===== config.mk =====
export PLATFORM = sky130hd
export DESIGN_NAME = ncl_dr_adder_stage_flat
export DESIGN_NICKNAME = d
export VERILOG_FILES = /design/src/rtl/ncl_dr_adder_stage_if.sv /design/src/rtl/ncl_dr_adder_stage.sv /design/src/flat_wrapper.sv
export SDC_FILE = /design/constraint.sdc
export NUM_CORES = 1
export LEC_CHECK = 0
export CAP_MARGIN = 20
export CORE_AREA = 2 2 66 68
export CTS_CLUSTER_DIAMETER = 80
export DETAILED_ROUTE_END_ITERATION = 10
export DIE_AREA = 0 0 68 70
export GPL_TIMING_DRIVEN = 0
export SLEW_MARGIN = 30
export SYNTH_ARGS = -nofsm -noshare
export SYNTH_HDL_FRONTEND = slang
export SYNTH_SLANG_ARGS = --single-unit

===== constraint.sdc =====
create_clock -name clk -period 5.6 [get_ports clk]
set_input_delay 0.56 -clock clk [delete_from_list [all_inputs] [get_ports clk]]
set_output_delay 0.56 -clock clk [all_outputs]
set_load 0.01 [all_outputs]

===== src/rtl/ncl_dr_adder_stage_if.sv =====
// Dual-rail operand/result bundle with its completion handshake.
// master drives operands and ack_in; slave (the adder stage) drives results.
interface ncl_dr_adder_stage_if #(
  parameter int WIDTH = 4,
  parameter int CNT_W = 8
);
  logic [2*WIDTH-1:0] a;
  logic [2*WIDTH-1:0] b;
  logic [1:0]         cin;
  logic               sub;
  logic               ack_in;
  logic [2*WIDTH-1:0] sum;
  logic [1:0]         cout;
  logic               ack_out;
  logic               err;
  logic [CNT_W-1:0]   wave_cnt;

  modport master (
    output a, b, cin, sub, ack_in,
    input  sum, cout, ack_out, err, wave_cnt
  );

  modport slave (
    input  a, b, cin, sub, ack_in,
    output sum, cout, ack_out, err, wave_cnt
  );
endinterface


===== src/rtl/ncl_dr_adder_stage.sv =====
// Clocked dual-rail ripple add/sub stage with DATA/NULL wavefront handshake; 1-cycle latency.
// Holds its wavefront until ack_in requests the next one and inputs are complete.
module ncl_dr_adder_stage #(
  parameter int WIDTH  = 4,
  parameter int SUB_EN = 1,
  parameter int CNT_W  = 8
) (
  input  logic                 clk,
  input  logic                 init_n,
  ncl_dr_adder_stage_if.slave  bus
);

  typedef enum logic {S_NULL = 1'b0, S_DATA = 1'b1} state_t;

  state_t             state;
  logic [2*WIDTH-1:0] sum_q;
  logic [1:0]         cout_q;
  logic               err_q;
  logic [CNT_W-1:0]   cnt_q;

  logic [WIDTH-1:0]   a_t;
  logic [WIDTH-1:0]   b_t;
  logic               in_data;
  logic               in_null;
  logic               illegal;
  logic               s;
  logic [WIDTH:0]     res;
  logic [2*WIDTH-1:0] sum_enc;

  // Completeness covers cin as well as every operand digit.
  always_comb begin
    a_t     = '0;
    b_t     = '0;
    in_data = ^bus.cin;
    illegal = &bus.cin;
    for (int i = 0; i < WIDTH; i++) begin
      a_t[i]  = bus.a[2*i+1];
      b_t[i]  = bus.b[2*i+1];
      in_data = in_data & (^bus.a[2*i +: 2]) & (^bus.b[2*i +: 2]);
      illegal = illegal | (&bus.a[2*i +: 2]) | (&bus.b[2*i +: 2]);
    end
  end

  assign in_null = ~(|bus.a | |bus.b | |bus.cin);
  assign s       = bus.sub & (SUB_EN != 0);
  assign res     = {1'b0, a_t} + {1'b0, b_t ^ {WIDTH{s}}} + {{WIDTH{1'b0}}, bus.cin[1] ^ s};

  always_comb begin
    sum_enc = '0;
    for (int i = 0; i < WIDTH; i++) begin
      sum_enc[2*i+1] = res[i];
      sum_enc[2*i]   = ~res[i];
    end
  end

  // Once err is set the whole stage freezes until init_n.
  always_ff @(posedge clk) begin
    if (!init_n) begin
      state  <= S_NULL;
      sum_q  <= '0;
      cout_q <= '0;
      err_q  <= 1'b0;
      cnt_q  <= '0;
    end else if (!err_q) begin
      if (illegal) begin
        err_q <= 1'b1;
      end else begin
        case (state)
          S_NULL: if (in_data && !bus.ack_in) begin
            state  <= S_DATA;
            sum_q  <= sum_enc;
            cout_q <= {res[WIDTH], ~res[WIDTH]};
            cnt_q  <= cnt_q + CNT_W'(1);
          end
          S_DATA: if (in_null && bus.ack_in) begin
            state  <= S_NULL;
            sum_q  <= '0;
            cout_q <= '0;
          end
        endcase
      end
    end
  end

  assign bus.sum      = sum_q;
  assign bus.cout     = cout_q;
  assign bus.ack_out  = (state == S_DATA);
  assign bus.err      = err_q;
  assign bus.wave_cnt = cnt_q;

endmodule


===== src/flat_wrapper.sv =====
// flat-port wrapper written by rule: the top's interface ports become plain ports
module ncl_dr_adder_stage_flat 
#(
  parameter int WIDTH  = 4,
  parameter int SUB_EN = 1,
  parameter int CNT_W  = 8
)
  (clk, init_n, bus_a, bus_b, bus_cin, bus_sub, bus_ack_in, bus_sum, bus_cout, bus_ack_out, bus_err, bus_wave_cnt);
  ncl_dr_adder_stage_if #(.WIDTH(WIDTH), .CNT_W(CNT_W)) bus_i ();
  input  logic clk;
  input  logic init_n;
  input wire logic [$bits(bus_i.a)-1:0] bus_a;
  input wire logic [$bits(bus_i.b)-1:0] bus_b;
  input wire logic [$bits(bus_i.cin)-1:0] bus_cin;
  input wire logic [$bits(bus_i.sub)-1:0] bus_sub;
  input wire logic [$bits(bus_i.ack_in)-1:0] bus_ack_in;
  output wire logic [$bits(bus_i.sum)-1:0] bus_sum;
  output wire logic [$bits(bus_i.cout)-1:0] bus_cout;
  output wire logic [$bits(bus_i.ack_out)-1:0] bus_ack_out;
  output wire logic [$bits(bus_i.err)-1:0] bus_err;
  output wire logic [$bits(bus_i.wave_cnt)-1:0] bus_wave_cnt;
  assign bus_i.a = bus_a;
  assign bus_i.b = bus_b;
  assign bus_i.cin = bus_cin;
  assign bus_i.sub = bus_sub;
  assign bus_i.ack_in = bus_ack_in;
  assign bus_sum = bus_i.sum;
  assign bus_cout = bus_i.cout;
  assign bus_ack_out = bus_i.ack_out;
  assign bus_err = bus_i.err;
  assign bus_wave_cnt = bus_i.wave_cnt;
  ncl_dr_adder_stage #(.WIDTH(WIDTH), .SUB_EN(SUB_EN), .CNT_W(CNT_W)) u_core (.clk(clk), .init_n(init_n), .bus(bus_i));
endmodule

==> results of run 1 <==
==> power breakdown <==
part | switching (mW) | internal, mW | total (mW)
logic | 0.0363 | 0.0349 | 0.0713
clock network | 0.0481 | 0.0954 | 0.143
registers | 0.000235 | 0.143 | 0.143
total | 0.0846 | 0.273 | 0.357
==> kinds of logic (layout without fill, tap and decap cells) <==
group           after synthesis  count (layout)  synth area share
simple gates                 51              51             0.200
buf+inv                      28              72            0.0778
compound gates               27              27             0.132
fa+ha+maj                    24              24             0.228
flops                        20              20             0.290
xor+xnor                      8               8            0.0507
mux                           3               3            0.0217
==> registers in the layout, indices dropped and copies added, names as in the netlist <==
name	cells
u_core.bus.err	1
u_core.bus.ack_out	1
u_core.bus.sum	8
u_core.bus.cout	2
u_core.bus.wave_cnt	8
==> per-stage QoR <==
step | hold slack, ps | area, sq um
floorplan | 485 | 1380
global placement | 460 | 1850
detailed placement | 458 | 1850
CTS | 469 | 1920
global route | 503 | 1920
finish | 467 | 1920
==> worst max-delay path, cell delays in order <==
cell             delay, ps
clkdlybuf4s50_1        580
inv_1                   70
ha_1                   280
nand4_1                160
or3_1                  360
buf_2                  170
or4_1                  470
a21oi_1                140
==> synth_stat cells, drive strengths merged <==
master   n  area share
clkbuf   5       0.014
dfxtp   20        0.29
nor2     4       0.011
nand4    5       0.023
buf      2      0.0072
nand2b   3       0.014
or3      3       0.014
or4      4       0.022
mux2i    3       0.022
nand3    4       0.014
nand4b   1      0.0063
fa       2       0.029
nor3     1      0.0036
a21o     2       0.011
o41ai    1      0.0063
nand3b   1       0.014
xor2     7       0.044
nor4     4       0.018
and4     1      0.0063
xnor2    1      0.0063
o32ai    6       0.038
inv     21       0.057
o22ai    4       0.018
nand2   20       0.054
o21ai    2      0.0072
o31ai    3       0.016
ha      22        0.20
a21oi    9       0.035
==> per-layer routing <==
metal / routed length [microns] / track usage / vias to the layer above
met2: 1510 / 0.239 / 25
li1: - / - / 649
met1: 1480 / 0.192 / 563
met5: 0 / 0 / -
met4: 8 / 0.0156 / 0
met3: 140 / 0.0435 / 2
==> area by class of cell <==
type / count / area [sq um]
buffer: 7 / 28.8
clock buffer: 3 / 41.3
clock inverter: 1 / 30.0
fill: 432 / 2220
inverter: 21 / 78.8
multi-input combinational: 113 / 875
sequential: 20 / 400
tap: 52 / 65.1
timing repair buffer: 40 / 400
==> final timing paths <==
| kind | startpoint | end | depth (start not counted) |
|---|---|---|---|
| max reg2reg | u_core.bus.ack_out | u_core.bus.wave_cnt[4] | 5 |
| min reg2reg | u_core.bus.sum[0] | u_core.bus.sum[0] | 2 |
| max | bus_a[3] | u_core.bus.wave_cnt[4] | 8 |
| min | u_core.bus.sum[0] | u_core.bus.sum[0] | 2 |
==> run metrics, run 1 <==
clock skew approximately 2.3 ps; cell count after synthesis 161; hpwl dp 2560 microns; flop-to-flop setup slack 3880 ps; RSZ-0062 raised after global routing no; Worst VDD drop between 0.1 and 0.15 mV; initial antenna violation count 0; via density per instance between 4 and 5; pin count of the biggest net entering global routing 13; PortBufs 40; run status completed; # diodes 0; Worst Path Max Fanout 9; final cell count without fillers 257; min Tclk post-route 2610 ps; drt drc 0; Syn Area/Cell between 8 and 9 sq um; routability cong. between 0.7 and 0.8; Routed WL between 3000 and 4000 microns; most common cell after layout, fill and taps aside clkdlybuf4s50_1; Row Count 24; Core Util, Final 0.463; core area a little over 0.004 sq mm; Max-slew headroom 0.678; Tot GR Track Use 0.146; clock root buffer clkbuf_8; first-pass GRT wire length 5400 microns; Setup violations, final 0; clk sinks 20; Worst Slack Setup Final 2990 ps; Area Overhead vs Synth 38.8%; fmax 0.383 GHz; CTS tree built; placed insts ~250; Worst setup EP type flop; CTS max path bufs 2; most frequent cells in the layout clkdlybuf4s50_1, ha_1, inv_1; via count approximately 1200; final setup TNS 0 ps; Hold Fails Final Rpt 0; Die Ht 70 microns; CTS H-tree depth 1; maxcap violations 0; Power Density about 190 mW/mm^2; router iterations before antenna repair 4; post-route ant nets 0; vias in the first global route roughly 1200; Hold-fix buffers, CTS 0; Nets 252; Cell Area, Synth approximately 0.0014 sq mm; Tot Pwr 0.357 mW; WL/cell about 12 microns; gr ovfl total 0; Crit Path Category input pin to flop; Min-Delay Path Class flop to flop; Netlist cell types 29; flops & latches, synth 20; Worst-path clk slew about 80 ps; Slew @ Worst Pin just under 500 ps; clk_lat worst skew between 200 and 300 ps; cts bufs inserted 3; syn_nets 207; Leak 0.786 nW; CP arrival roughly 2800 ps; layout cells sized above 1 0.0390; Post-CTS Setup Bufs 0; Setup crit start kind input pin; Req. time, crit path ~5800 ps; fin. max-slew vios 0; Initial DRC Count 62; register area share after synthesis 0.290; Die X approximately 68 microns; post-cts repair resize count 0; DP Worst Slack roughly 2700 ps; Yosys warnings 0; Initial Util 0.334; die area 0.00476 sq mm; I/O pin count 42; crit share post-route 0.466
Power figures use the tool's default switching activity.
==> run 2, diff against run 1 <==
Clock period 5.6 ns to 2.68 ns, I/O delays scaled along.
==> results of run 2 <==
The final DEF is identical to that of run 1. Status: completed.
Main changes from that run: setup slack after placement 2720 ps -> 97.0 ps; setup slack after layout 2990 ps -> 361 ps; register-to-register setup slack 3880 ps -> 960 ps; total power 0.357 mW -> 0.747 mW; worst IR drop on VDD 0.135 mV -> 0.282 mV
==> run 3, diff against run 2 <==
Settings changed: GPL_TIMING_DRIVEN 0 to 1.
==> run 3 against run 2 <==
  * Design area increased by 1.8%
  * Sequential power about the same
  * Combinational power grew 4%
  * Worst hold slack better by 3.0 ps
  * Utilization up 0.82 points
  * Die area stayed put
  * Worst setup slack gained 86 ps
  * Final cell count grew 0.39%
  * Critical path depth is 1 lower
  * Global-route usage up 0.074 points
  * Total power up 0.78%
  * Sequential share of layout area is 0.36 points lower
==> run metrics, run 3 (synthesized netlist as in run 1, its figures left out) <==
Routed WL 3240 microns (was 3150 microns); Setup violations, final 0 (unchanged); final cell count without fillers 258 (was 257); routability cong. 0.768 (was 0.750); CTS H-tree depth 1 (unchanged); most common cell after layout, fill and taps aside clkdlybuf4s50_1 (unchanged); flop-to-flop setup slack 970 ps (was 960 ps); Hold Fails Final Rpt 0 (unchanged); Die Ht 70 microns (unchanged); layout cells sized above 1 0.0631 (was 0.0390); Initial Util 0.334 (unchanged); post-route ant nets 0 (unchanged); met2 usage 0.236 (was 0.239); via count 1261 (was 1239); Leak 0.813 nW (was 0.786 nW); most frequent cells in the layout clkdlybuf4s50_1, ha_1, inv_1 (unchanged); initial antenna violation count 0 (unchanged); min Tclk post-route 2230 ps (was 2320 ps); Worst Reg-to-Reg Cells 4 (was 5); clock root buffer clkbuf_8 (unchanged); Worst R2R End u_core.bus.wave_cnt[3] (was u_core.bus.wave_cnt[4]); CTS max path bufs 2 (unchanged); Area Overhead vs Synth 41.3% (was 38.8%); Worst Path Max Fanout 9 (unchanged); end of the worst hold path u_core.bus.sum[2] (was u_core.bus.sum[0]); clk sinks 20 (unchanged); clk_lat worst skew 260 ps (about the same); Tot Pwr 0.753 mW (was 0.747 mW); fmax 0.448 GHz (was 0.431 GHz); maxcap violations 0 (unchanged); RSZ-0062 raised after global routing no (unchanged); Max-slew headroom 0.725 (was 0.678); Nets 253 (was 252); Hold-fix buffers, CTS 0 (unchanged); crit share post-route 0.833 (was 0.865); Worst VDD drop 0.278 mV (was 0.282 mV); core area 0.00414 sq mm (unchanged); placed insts 254 (was 253); hpwl dp 2630 microns (was 2560 microns); run status completed (unchanged); Tot GR Track Use 0.146 (about the same); Initial DRC Count 44 (was 62); GR Util met3 0.0338 (was 0.0435); post-placement cell area 0.00188 sq mm (was 0.00185 sq mm); drt drc 0 (unchanged); Row Count 24 (unchanged); Worst Hold Path Cells 2 (unchanged); Worst setup EP type flop (unchanged); pin count of the biggest net entering global routing 22 (was 13); Power Density 385 mW/mm^2 (was 389 mW/mm^2); Slew @ Worst Pin 411 ps (was 482 ps); Reg2Reg Launch Point u_core.bus.ack_out (unchanged); Hold Startpoint u_core.bus.sum[2] (was u_core.bus.sum[0]); WL/cell 12.5 microns (was 12.2 microns); router iterations before antenna repair 4 (unchanged); clock skew 5.66 ps (was 2.30 ps); post-cts repair resize count 0 (unchanged); vias in the first global route 1224 (was 1194); cts bufs inserted 3 (unchanged); Setup crit start kind input pin (unchanged); Worst-path clk slew 80 ps (about the same); Post-CTS Setup Bufs 0 (unchanged); first-pass GRT wire length 5370 microns (was 5400 microns); I/O pin count 42 (unchanged); final setup TNS 0 ps (unchanged); gr busiest metal met2 (unchanged); post-layout instance area 0.00195 sq mm (was 0.00192 sq mm); CTS tree built (unchanged); PortBufs 41 (was 40); via density per instance 4.89 (was 4.82); die area 0.00476 sq mm (unchanged); routing usage on met1 0.194 (was 0.192); Die X 68 microns (unchanged); Crit Path Category input pin to flop (unchanged); CP arrival 2420 ps (was 2510 ps); Fill cells 436 (was 432); # diodes 0 (unchanged); Req. time, crit path 2870 ps (about the same); fin. max-slew vios 0 (unchanged); gr ovfl total 0 (unchanged); Min-Delay Path Class flop to flop (unchanged)
## run 3: through the flow
stage                util  hold WS (ps)  setup slack (ps)
floorplan               -           423               616
global placement    0.454           459               187
detailed placement  0.454           460               173
CTS                 0.471           474               441
global route        0.471           495               327
finish              0.471           470               447
## run 3: how the worst max path moves through the flow
stage,cells after the start,startpoint,endpoint,slack [ps]
after floorplan,8,bus_sub,u_core.bus.cout[0],620
after global placement,8,bus_sub,u_core.bus.cout[0],190
after global routing,7,bus_b[3],u_core.bus.wave_cnt[4],330
after CTS,7,bus_a[1],u_core.bus.wave_cnt[6],440
final,7,bus_a[1],u_core.bus.wave_cnt[3],450
after detailed placement,8,bus_sub,u_core.bus.cout[0],170
## run 3: power breakdown
group	internal (mW)	total, mW	switching (mW)
Sequential	0.298	0.299	0.000610
Clock	0.199	0.299	0.0995
Combinational	0.0783	0.155	0.0771
## run 3: layout make-up
| type | count | area, sq um | share of cell area |
|---|---|---|---|
| Clock buffer | 3 | 41.3 | 0.0211 |
| Clock inverter | 1 | 30.0 | 0.0154 |
| Inverter | 21 | 78.8 | 0.0404 |
| Multi-Input combinational cell | 113 | 875 | 0.448 |
| Sequential cell | 20 | 400 | 0.205 |
| Tap cell | 52 | 65.1 | 0.0333 |
| Timing Repair Buffer | 48 | 463 | 0.237 |
## run 3: worst max-delay path, stage by stage
cell and delay [ps]:
clkdlybuf4s50_1 550, inv_1 60, ha_1 310, nand3b_4 80, or3_1 490, or4_1 500, a21oi_1 140
## run 3: routing by layer
layer | vias to the layer above | part of all wire
met5 | - | 0
met4 | 0 | 0.013
met3 | 4 | 0.035
met2 | 19 | 0.48
met1 | 583 | 0.47
li1 | 655 | -
